### src/rtl/codec_write_buffer.sv
// Stereo FIFO between the FIR outputs and the CODEC write port.
// Pre-fills before playback, counts underruns and issues a registered write strobe.
//
// state  | meaning
// S_FILL | collecting PREFILL pairs, no writes to the CODEC
// S_RUN  | popping one pair per write_ready cycle while data remains
module codec_write_buffer #(
  parameter int M       = 24,
  parameter int DEPTH   = 8,
  parameter int PREFILL = 4
) (
  input  logic                   ck,
  input  logic                   rst_n,
  input  logic [M-1:0]           in_left,
  input  logic [M-1:0]           in_right,
  input  logic                   in_valid,
  input  logic                   write_ready,
  output logic                   write,
  output logic [23:0]            out_left,
  output logic [23:0]            out_right,
  output logic [$clog2(DEPTH):0] level,
  output logic                   overflow,
  output logic [15:0]            underruns
);

  localparam int PW  = $clog2(DEPTH);
  localparam int LW  = PW + 1;
  localparam int PAD = 24 - M;
  localparam logic [LW-1:0] L_DEPTH   = LW'(DEPTH);
  localparam logic [LW-1:0] L_PREFILL = LW'(PREFILL);

  typedef enum logic {S_FILL, S_RUN} state_t;

  state_t           r_state;
  logic [2*M-1:0]   r_mem [DEPTH];
  logic [PW-1:0]    r_wptr;
  logic [PW-1:0]    r_rptr;
  logic [LW-1:0]    r_level;
  logic             r_write;
  logic [23:0]      r_out_left;
  logic [23:0]      r_out_right;
  logic             r_overflow;
  logic [15:0]      r_underruns;

  logic             w_pop;
  logic             w_push;
  logic             w_underrun;
  logic [M-1:0]     w_rd_left;
  logic [M-1:0]     w_rd_right;

  // A full buffer still accepts a push when a pop frees a slot on the same edge.
  assign w_pop      = (r_state == S_RUN) && write_ready && (r_level != '0);
  assign w_push     = in_valid && ((r_level != L_DEPTH) || w_pop);
  assign w_underrun = (r_state == S_RUN) && write_ready && (r_level == '0) && !in_valid;
  assign w_rd_left  = r_mem[r_rptr][2*M-1:M];
  assign w_rd_right = r_mem[r_rptr][M-1:0];

  always_ff @(posedge ck) begin
    if (w_push)
      r_mem[r_wptr] <= {in_left, in_right};
  end

  always_ff @(posedge ck or negedge rst_n) begin
    if (!rst_n) begin
      r_state     <= S_FILL;
      r_wptr      <= '0;
      r_rptr      <= '0;
      r_level     <= '0;
      r_write     <= 1'b0;
      r_out_left  <= '0;
      r_out_right <= '0;
      r_overflow  <= 1'b0;
      r_underruns <= '0;
    end else begin
      r_write <= w_pop;
      if (w_push)
        r_wptr <= r_wptr + PW'(1);
      if (w_pop) begin
        r_rptr      <= r_rptr + PW'(1);
        r_out_left  <= 24'(w_rd_left) << PAD;
        r_out_right <= 24'(w_rd_right) << PAD;
      end
      if (w_push && !w_pop)
        r_level <= r_level + LW'(1);
      else if (!w_push && w_pop)
        r_level <= r_level - LW'(1);
      if (in_valid && !w_push)
        r_overflow <= 1'b1;
      case (r_state)
        S_FILL: begin
          if (r_level >= L_PREFILL)
            r_state <= S_RUN;
        end
        S_RUN: begin
          if (w_underrun) begin
            r_state <= S_FILL;
            if (r_underruns != 16'hFFFF)
              r_underruns <= r_underruns + 16'd1;
          end
        end
        default: r_state <= S_FILL;
      endcase
    end
  end

  assign write     = r_write;
  assign out_left  = r_out_left;
  assign out_right = r_out_right;
  assign level     = r_level;
  assign overflow  = r_overflow;
  assign underruns = r_underruns;

endmodule

### config.mk
export PLATFORM = sky130hd
export DESIGN_NAME = codec_write_buffer
export DESIGN_NICKNAME = d
export VERILOG_FILES = /design/src/rtl/codec_write_buffer.sv
export SDC_FILE = /design/constraint.sdc
export NUM_CORES = 1
export LEC_CHECK = 0
export ABC_AREA = 1
export BUFFER_PORTS_ARGS = -buffer_cell sky130_fd_sc_hd__buf_2
export CAP_MARGIN = 20
export CORE_MARGIN = 2
export CORE_UTILIZATION = 45
export CTS_BUF_LIST = sky130_fd_sc_hd__clkbuf_16
export CTS_CLUSTER_SIZE = 30
export DETAILED_ROUTE_END_ITERATION = 8
export MAX_ROUTING_LAYER = met4
export PLACE_DENSITY_LB_ADDON = 0.2
export SLEW_MARGIN = 20
export SYNTH_ARGS = -nofsm -noshare
export SYNTH_HDL_FRONTEND = slang
export SYNTH_SLANG_ARGS = --single-unit
### constraint.sdc
create_clock -name ck -period 5.25 [get_ports ck]
set_clock_uncertainty 0.15 [all_clocks]
set_input_delay 0 -clock ck [delete_from_list [all_inputs] [get_ports ck]]
set_output_delay 0 -clock ck [all_outputs]
set_load 0.05 [all_outputs]
==> results.sh, run 1 <==
export IMPL_async_reset_ff_frac=0.167
export IMPL_synthesis_area_sq_um=18600
export IMPL_synth_edf_count=384
export IMPL_tns_ns=0
export IMPL_irDropWorstVdd_uv=417
export IMPL_met2_usage=0.320
export IMPL_clock_path_buffers=3
export IMPL_ant_nets=0
export IMPL_drc=0
export IMPL_routed_via_density=5.16
export IMPL_stdcell_count=2306
export IMPL_rows=74
export IMPL_die_height_um=207
export IMPL_core_area_sq_um=40700
export IMPL_p_total_mw=12.4
export IMPL_nets=1794
export IMPL_areaGrowthSynthToFinish_pct=17.2
export IMPL_final_area_sq_um=21800
export IMPL_clock_sinks=461
export IMPL_grt_start_max_net_pins=208
export IMPL_ctsResizeCount=0
export IMPL_powerDensity_nw_per_um2=572
export IMPL_finalWirelength_um=42100
export IMPL_place_area_sq_um=19600
export IMPL_wl_per_cell_um=18.3
export IMPL_htreeDepth=2
export IMPL_drt_iter0_drc=946
export IMPL_clk_latency_ns=0.57
export IMPL_yosysTopAreaCellShare=0.621
export IMPL_grt_ovfl_total=0
export IMPL_ys_seq_elements=461
export IMPL_syn_nets=1634
export IMPL_grt_setup_unrepaired="false"
export IMPL_fp_dieW_um=207
export IMPL_top_usage_layer="met2"
export IMPL_setup_viol=0
export IMPL_grt_pass1_wl_um=66600
export IMPL_finalMaxSlewViolations=0
export IMPL_dr_pass1_iters=7
export IMPL_maxCapViolCount=0
export IMPL_critPathRequiredTime_ns=5.33
export IMPL_hold_violations=0
export IMPL_cts_root_buf="clkbuf_16"
export IMPL_antenna_found_initial=1
export IMPL_cts_buffers_inserted=48
export IMPL_critPathCaptureType="flip-flop"
export IMPL_worstSetupPathType="flip-flop to flip-flop"
export IMPL_gp_congestion=0.823
export IMPL_clk_pin_slew_worst_paths_ns=0.06
export IMPL_drive_gt1_frac=0.134
export IMPL_placed_cells=2162
export IMPL_grt_use_met3=0.0359
export IMPL_fillCellCount=3514
export IMPL_route_vias_total=11900
export IMPL_synth_area_leader_cell="edfxtp_1"
export IMPL_ys_seq_area_frac=0.725
export IMPL_synth_area_leaders="edfxtp_1, dfrtp_1, nor2_1, nand2_1, nand3_1"
export IMPL_cp_start_kind="flip-flop"
export IMPL_synthDistinctLibCells=29
export IMPL_worst_slew_pin_slew_ns=1.23
export IMPL_status="finished clean"
export IMPL_setup_slack_ns=2.14
export IMPL_yosysWarnings=0
export IMPL_finalCriticalPeriod_ns=3.11
export IMPL_leakagePower_nw=8.27
export IMPL_port_buffers=121
export IMPL_finalCritPeriodShare=0.593
export IMPL_io_pin_count=122
export IMPL_cp_arrival_ns=3.20
export IMPL_dp_slack_ns=2.06
export IMPL_use_met1=0.277
export IMPL_post_cts_setup_buffers=0
export IMPL_fmax_mhz=321
export IMPL_cp_max_fo=28
export IMPL_cts_tree="done"
export IMPL_start_util=0.456
export IMPL_grt_pass1_vias=11700
export IMPL_dp_hpwl_um=23800
export IMPL_hold_class="input port to flip-flop"
export IMPL_grt_total_usage=0.203
export IMPL_synth_main_ff_cell="edfxtp_1"
export IMPL_slew_headroom=0.179
export IMPL_layout_commonest_cell="edfxtp_1"
export IMPL_dieArea_sq_um=42900
export IMPL_synthCells=1575
export IMPL_synth_avg_cell_area_sq_um=11.8
export IMPL_final_cell_mix="edfxtp_1, nor2_1, nand2_1, nand3_1, o21ai_0"
export IMPL_hold_buffers=54
registers in the layout (all words and copies together), names as in the netlist:
name	cells
r_wptr	3
out_right	24
out_left	24
r_state	1
write	1
r_rptr	3
level	4
r_mem	384
overflow	1
underruns	16
worst max-delay path, cell delays in order, from the launching register on:
cell and delay [ns]:
dfrtp_1 0.44, nor2_1 0.10, nand3b_1 0.12, nor2_1 0.07, nor2_1 0.26, nand2_1 0.31, nor2_4 0.84, buf_4 0.47
per-layer routing:
layer	wire, um	share of wire
met1	19500	0.46
met4	657	0.016
met5	0	0
met3	1960	0.046
met2	20000	0.48
worst paths after layout:
kind                                          start                  endpoint  slack, ns  cells past startpoint
hold reg to reg            out_left[20]$_DFFE_PN0P_  out_left[20]$_DFFE_PN0P_       0.32                      2
min in group asynchronous                     rst_n  out_left[15]$_DFFE_PN0P_       0.34                      4
max in group asynchronous                     rst_n     r_rptr[0]$_DFFE_PN0P_       3.83                      4
setup reg to reg               level[0]$_DFFE_PN0P_    r_mem[7][29]$_DFFE_PP_       2.14                      7
setup / recovery               level[0]$_DFFE_PN0P_    r_mem[7][29]$_DFFE_PP_       2.14                      7
hold / removal                          in_left[18]    r_mem[2][42]$_DFFE_PP_       0.09                      2
final cells by class:
cell class,instances,area [sq um],area share
flip-flops and latches,461,13500,0.619
multi-input cells,956,4420,0.203
repair buffers,196,1400,0.0644
clock buffers,49,1230,0.0564
well taps,532,666,0.0306
clock inverters,39,302,0.0139
inverters,72,275,0.0127
diodes,1,2.50,0.000115
through the flow:
step | hold slack [ns] | utilization
2_1_floorplan | -0.446 | -
4_1_cts | 0.0625 | 0.533
6_report | 0.0885 | 0.534
3_3_place_gp | -0.149 | 0.480
3_5_place_dp | -0.136 | 0.482
5_1_grt | 0.0874 | 0.534
synthesized netlist by cell type, types with 15 or more instances:
library cell / instances
o21ai_0: 121
o21ai_1: 28
buf_2: 30
edfxtp_1: 384
inv_1: 69
o211ai_1: 48
nand2_1: 236
buf_1: 15
nand3_1: 168
clkbuf_1: 20
nor2_1: 318
dfrtp_1: 77
report_power, final:
group,internal [mW],switching (mW)
clock,1.93,1.38
sequential,4.64,0.287
combinational,1.14,3.07
logic make-up (layout without fill, tap and decap cells):
logic type	after synthesis	count (layout)	share of synthesized area
AOI/OAI and AO/OA	199	199	0.0603
xor gates and xnor gates	11	11	0.00519
adders and majority gates	7	7	0.00512
buffers and inverters	158	356	0.0402
DFF	461	461	0.725
other	0	1	0
and+or+nand+nor	739	739	0.164
(Power assumes the default switching activity.)
==> run 2, diff against run 1 <==
- ABC_AREA: 1 -> 0
- clock period: 5.25 -> 3.2 ns (I/O delays scaled with it)
==> run 2 against run 1 <==
Critical endpoint is now level[3]$_DFFE_PN0P_. Area after synthesis down 5.4%. Cell count decreased by 30%. Core utilization grew 1.3 points. Hold slack improved by 0.0043 ns.
==> results.sh, run 2 <==
export IMPL_status="finished clean"
export IMPL_cp_arrival_ns=3.09
export IMPL_io_pin_count=122
export IMPL_clock_sinks=461
export IMPL_yosysTopAreaCellShare=0.657
export IMPL_clk_latency_ns=0.57
export IMPL_yosysMostFrequentCell="edfxtp_1"
export IMPL_synth_edf_count=384
export IMPL_largest_reg_flops=384
export IMPL_cp_max_fo=7
export IMPL_dr_pass1_iters=5
export IMPL_cts_root_buf="clkbuf_16"
export IMPL_nets=1119
export IMPL_cts_tree="done"
export IMPL_worstSetupPathType="flip-flop to flip-flop"
export IMPL_dieArea_sq_um=40600
export IMPL_clock_path_buffers=3
export IMPL_htreeDepth=2
export IMPL_fmax_mhz=364
export IMPL_finalMaxSlewViolations=0
export IMPL_hold_class="input port to flip-flop"
export IMPL_ant_nets=0
export IMPL_finalWirelength_um=33800
export IMPL_fp_dieW_um=202
export IMPL_place_area_sq_um=19000
export IMPL_core_area_sq_um=38600
export IMPL_cp_start_kind="flip-flop"
export IMPL_syn_nets=906
export IMPL_routed_via_density=5.26
export IMPL_slew_headroom=0.490
export IMPL_synth_main_ff_cell="edfxtp_1"
export IMPL_wl_per_cell_um=20.9
export IMPL_drive_gt1_frac=0.317
export IMPL_cts_buffers_inserted=47
export IMPL_port_buffers=121
export IMPL_synth_area_leaders="edfxtp_1, mux4_2, dfrtp_1, mux2i_1, a21oi_1"
export IMPL_ys_seq_area_frac=0.766
export IMPL_drc=0
export IMPL_fillCellCount=3084
export IMPL_areaGrowthSynthToFinish_pct=20.0
export IMPL_maxCapViolCount=0
export IMPL_grt_pass1_wl_um=53400
export IMPL_setup_viol=0
export IMPL_finalCriticalPeriod_ns=2.75
export IMPL_antenna_found_initial=1
export IMPL_final_area_sq_um=21100
export IMPL_max_flop_register="r_mem"
export IMPL_grt_total_usage=0.178
export IMPL_dp_hpwl_um=19300
export IMPL_clk_pin_slew_worst_paths_ns=0.06
export IMPL_multiInputGateArea_sq_um=3960
export IMPL_stdcell_count=1615
export IMPL_synthCells=847
export IMPL_hold_depth=2
export IMPL_utilization=0.547
export IMPL_worst_slew_pin_slew_ns=0.765
export IMPL_seq_area_sq_um=13500
export IMPL_ctsResizeCount=0
export IMPL_dp_slack_ns=0.472
export IMPL_whs_ns=0.0927
export IMPL_powerDensity_nw_per_um2=929
export IMPL_async_reset_ff_frac=0.167
export IMPL_synthDistinctLibCells=45
export IMPL_leakagePower_nw=7.41
export IMPL_grt_setup_unrepaired="false"
export IMPL_route_vias_total=8491
export IMPL_finalCritPeriodShare=0.858
export IMPL_setup_slack_ns=0.455
export IMPL_p_total_mw=19.6
export IMPL_r2r_slack_ns=0.45
export IMPL_ys_seq_elements=461
export IMPL_reg2reg_depth=9
export IMPL_drt_iter0_drc=540
export IMPL_placed_cells=1475
export IMPL_tns_ns=0
export IMPL_critPathCaptureType="flip-flop"
export IMPL_grt_ovfl_total=0
export IMPL_post_cts_setup_buffers=0
export IMPL_layout_commonest_cell="edfxtp_1"
export IMPL_critPathRequiredTime_ns=3.54
export IMPL_start_util=0.455
export IMPL_irDropWorstVdd_uv=481
export IMPL_yosysWarnings=0
export IMPL_grt_pass1_vias=8986
export IMPL_grt_start_max_net_pins=100
export IMPL_synth_area_leader_cell="edfxtp_1"
export IMPL_synth_commonest_cells="edfxtp_1, mux4_2, dfrtp_1"
export IMPL_gp_congestion=0.739
export IMPL_synth_avg_cell_area_sq_um=20.7
export IMPL_rows=72
export IMPL_hold_violations=0
export IMPL_final_cell_mix="edfxtp_1, buf_2, mux4_2, dfrtp_1, nor2_1"
export IMPL_die_height_um=202
export IMPL_synthesis_area_sq_um=17600
[run 2: area by class of cell]
type / instances / area share
clock inverters: 37 / 0.0138
flip-flops and latches: 461 / 0.639
multi-input cells: 344 / 0.188
repair buffers: 202 / 0.0703
inverters: 4 / 0.000950
clock buffers: 48 / 0.0570
diodes: 1 / 0.000119
well taps: 518 / 0.0308
[run 2: cells by family (layout without fill, tap and decap cells)]
family	count (synthesis)	in the layout	share of synthesized area
buf+inv	42	291	0.0123
other cells	0	1	0
fa+ha+maj	7	7	0.00542
compound gates	58	58	0.0175
xor+xnor	18	18	0.00898
mux	152	152	0.156
flops	461	461	0.766
simple gates	109	109	0.0338
[run 2: layer usage]
metal / vias up / track usage / wire length, um / part of all wire
met5: - / - / 0 / 0
met4: 0 / 0.0499 / 653 / 0.019
met3: 49 / 0.0287 / 1290 / 0.038
met2: 168 / 0.271 / 15900 / 0.47
met1: 4423 / 0.253 / 15900 / 0.47
li1: 3851 / - / - / -
[run 2: report_power, final]
part	total (mW)	leakage, nW	internal [mW]	switching, mW
sequential	8.35	4.37	7.69	0.659
combinational	5.97	2.27	2.39	3.57
clock	5.26	0.762	3.05	2.21
[run 2: what timing repair did]
action                                  in CTS  in global routing
endpoints found under the setup margin       0                  0
hold buffers                                54                  0
hold endpoints to repair                   475                  0
[run 2: worst max-delay path: stages (launching register included)]
cell and delay, ns:
dfrtp_2 0.47, nor4b_1 0.51, a21boi_2 0.21, ha_1 0.25
inv_1 0.12, ha_1 0.25, a21o_1 0.18, a21oi_1 0.17
mux2i_1 0.23, xnor2_1 0.13
[run 2: final timing paths]
check                                                from                        end
worst min-delay path                          in_left[23]     r_mem[0][47]$_DFFE_PP_
min in group asynchronous                           rst_n  out_right[10]$_DFFE_PN0P_
max in group asynchronous                           rst_n      r_rptr[1]$_DFFE_PN0P_
worst max-delay path                 level[2]$_DFFE_PN0P_       level[3]$_DFFE_PN0P_
worst min register to register  underruns[11]$_DFFE_PN0P_  underruns[11]$_DFFE_PN0P_
worst max register to register       level[2]$_DFFE_PN0P_       level[3]$_DFFE_PN0P_
==> run 3, diff against run 2 <==
- CORE_ASPECT_RATIO: not set -> 1.4
==> run 3 against run 2 <==
Cell count increased by 0.12%. Sequential power increased by 1%. Hold slack got worse by 0.00094 ns. Clock power down 2%. Critical path depth unchanged. Combinational power down 2%. Routed wire length increased by 1.8%. Global-route usage rose by 0.15 points. Cell area shrank 0.33%. Critical path type unchanged. Total power decreased by 0.70%. Clock-buffer cell count fell by 4.
==> results.sh, run 3 (same netlist as run 2, synthesis figures left out) <==
export IMPL_final_area_sq_um=21000
export IMPL_cts_root_buf="clkbuf_16"
export IMPL_powerDensity_nw_per_um2=925
export IMPL_worst_slew_pin_slew_ns=1.02
export IMPL_whs_ns=0.0918
export IMPL_rows=85
export IMPL_grt_pass1_vias=8947
export IMPL_layout_commonest_cell="edfxtp_1"
export IMPL_cp_max_fo=7
export IMPL_route_vias_total=8494
export IMPL_finalWirelength_um=34400
export IMPL_cpMostUsedCell="ha_1"
export IMPL_hold_class="input port to flip-flop"
export IMPL_maxCapViolCount=0
export IMPL_drc=0
export IMPL_die_height_um=238
export IMPL_dp_hpwl_um=19300
export IMPL_clkPwrFrac=0.264
export IMPL_p_switching_mw=6.44
export IMPL_critPathCaptureType="flip-flop"
export IMPL_status="finished clean"
export IMPL_core_area_sq_um=38500
export IMPL_setup_viol=0
export IMPL_wl_per_cell_um=21.3
export IMPL_critPathRequiredTime_ns=3.53
export IMPL_areaGrowthSynthToFinish_pct=19.6
export IMPL_gp_congestion=0.748
export IMPL_slew_headroom=0.323
export IMPL_clk_latency_ns=0.57
export IMPL_antenna_found_initial=1
export IMPL_cp_arrival_ns=3.03
export IMPL_seq_power_share=0.434
export IMPL_finalMaxSlewViolations=0
export IMPL_grt_total_usage=0.180
export IMPL_finalCritPeriodShare=0.844
export IMPL_path_cells="nor4b_1 > a21boi_2 > ha_1 > inv_1 > ha_1 > a21o_1 > a21oi_1 > mux2i_1 > xnor2_1"
export IMPL_start_util=0.456
export IMPL_final_cell_mix="edfxtp_1, buf_2, mux4_2, dfrtp_1, nor2_1"
export IMPL_nets=1117
export IMPL_comb_power_share=0.302
export IMPL_swShare=0.332
export IMPL_clk_pin_slew_worst_paths_ns=0.07
export IMPL_clock_sinks=461
export IMPL_max_flop_register="r_mem"
export IMPL_finalCriticalPeriod_ns=2.70
export IMPL_cts_tree="done"
export IMPL_cp_start_kind="flip-flop"
export IMPL_largest_reg_flops=384
export IMPL_path_buf_inv=1
export IMPL_irDropWorstVdd_uv=579
export IMPL_leakagePower_nw=7.38
export IMPL_grt_setup_unrepaired="false"
export IMPL_grt_ovfl_total=0
export IMPL_intPower_mw=13.0
export IMPL_post_cts_setup_buffers=0
export IMPL_drive_gt1_frac=0.313
export IMPL_grt_pass1_wl_um=52900
export IMPL_drt_iter0_drc=599
export IMPL_cts_buffers_inserted=44
export IMPL_utilization=0.546
export IMPL_io_pin_count=122
export IMPL_fp_dieW_um=171
export IMPL_grt_start_max_net_pins=100
export IMPL_hold_violations=0
export IMPL_fmax_mhz=370
export IMPL_dr_pass1_iters=4
export IMPL_ant_nets=0
export IMPL_worstSetupPathType="flip-flop to flip-flop"
export IMPL_place_area_sq_um=19000
export IMPL_cpPeakStageDelay_ns=0.48
export IMPL_dieArea_sq_um=40600
export IMPL_crit_slowest_cell="dfrtp_2"
export IMPL_port_buffers=121
export IMPL_clock_path_buffers=3
export IMPL_routed_via_density=5.25
export IMPL_htreeDepth=2
export IMPL_crit_family="compound AO/OA/AOI/OAI gates"
-- run 3: changes by cell type in the layout (fill, tap and decap cells not counted), moves of 2 or more --
cell	before	now
clkinv_8	1	3
inv_1	11	13
buf_12	9	7
clkinv_2	9	5
clkbuf_16	48	44
buf_4	19	22
-- run 3: routing by layer --
metal / GRT usage / share of wire
met4: 0.0460 / 0.017
met3: 0.0278 / 0.038
met2: 0.304 / 0.52
met1: 0.229 / 0.43
met5: - / 0
-- run 3: worst register-to-register path, cell delays in order, from the launching register on --
cell      delay (ns)
dfrtp_2         0.48
nor4b_1         0.46
a21boi_2        0.20
ha_1            0.24
inv_1           0.14
ha_1            0.25
a21o_1          0.17
a21oi_1         0.16
mux2i_1         0.23
xnor2_1         0.14
-- run 3: path summary, 6_finish.rpt --
path,slack (ns),start,end,cells past startpoint
min reg2reg,0.34,underruns[11]$_DFFE_PN0P_,underruns[11]$_DFFE_PN0P_,1
min,0.09,in_left[16],r_mem[3][40]$_DFFE_PP_,2
min in group asynchronous,0.48,rst_n,out_left[18]$_DFFE_PN0P_,4
max in group asynchronous,2.08,rst_n,out_right[9]$_DFFE_PN0P_,4
max reg2reg,0.50,level[0]$_DFFE_PN0P_,level[3]$_DFFE_PN0P_,9
max,0.50,level[0]$_DFFE_PN0P_,level[3]$_DFFE_PN0P_,9
-- run 3: power groups by stage --
stage               logic [mW]  clock network (mW)  registers, mW
floorplan                 3.36                   0           9.41
global placement          5.89                   0           8.54
detailed placement        5.95                   0           8.58
CTS                       6.02                5.27           8.47
global route              6.33                5.48           8.56
finish                    5.88                5.13           8.43
-- run 3: repair_timing --
| action | in CTS | in global routing |
|---|---|---|
| hold endpoints to repair | 472 | 0 |
| hold buffers | 54 | 0 |
| resized for setup | 0 | 0 |
-- run 3: final cells by class --
| cell class | count | area, sq um |
|---|---|---|
| fill | 3046 | 17500 |
| sequential | 461 | 13500 |
| multi-input combinational | 344 | 3960 |
| timing repair buffer | 203 | 1460 |
| clock buffer | 44 | 1100 |
| tap | 522 | 653 |
| clock inverter | 38 | 337 |
| inverter | 4 | 17.5 |
| antenna | 1 | 2.50 |
-- run 3: stage by stage --
stage          power [mW]  std cells  setup TNS, ns  setup slack, ns
2_1_floorplan        12.8        847          -1.60         -0.00847
3_3_place_gp         14.4       1480              0            0.504
3_5_place_dp         14.5       1480              0            0.483
4_1_cts              19.8       1616              0            0.469
5_1_grt              20.4       1617              0            0.306
6_report             19.4       1617              0            0.498
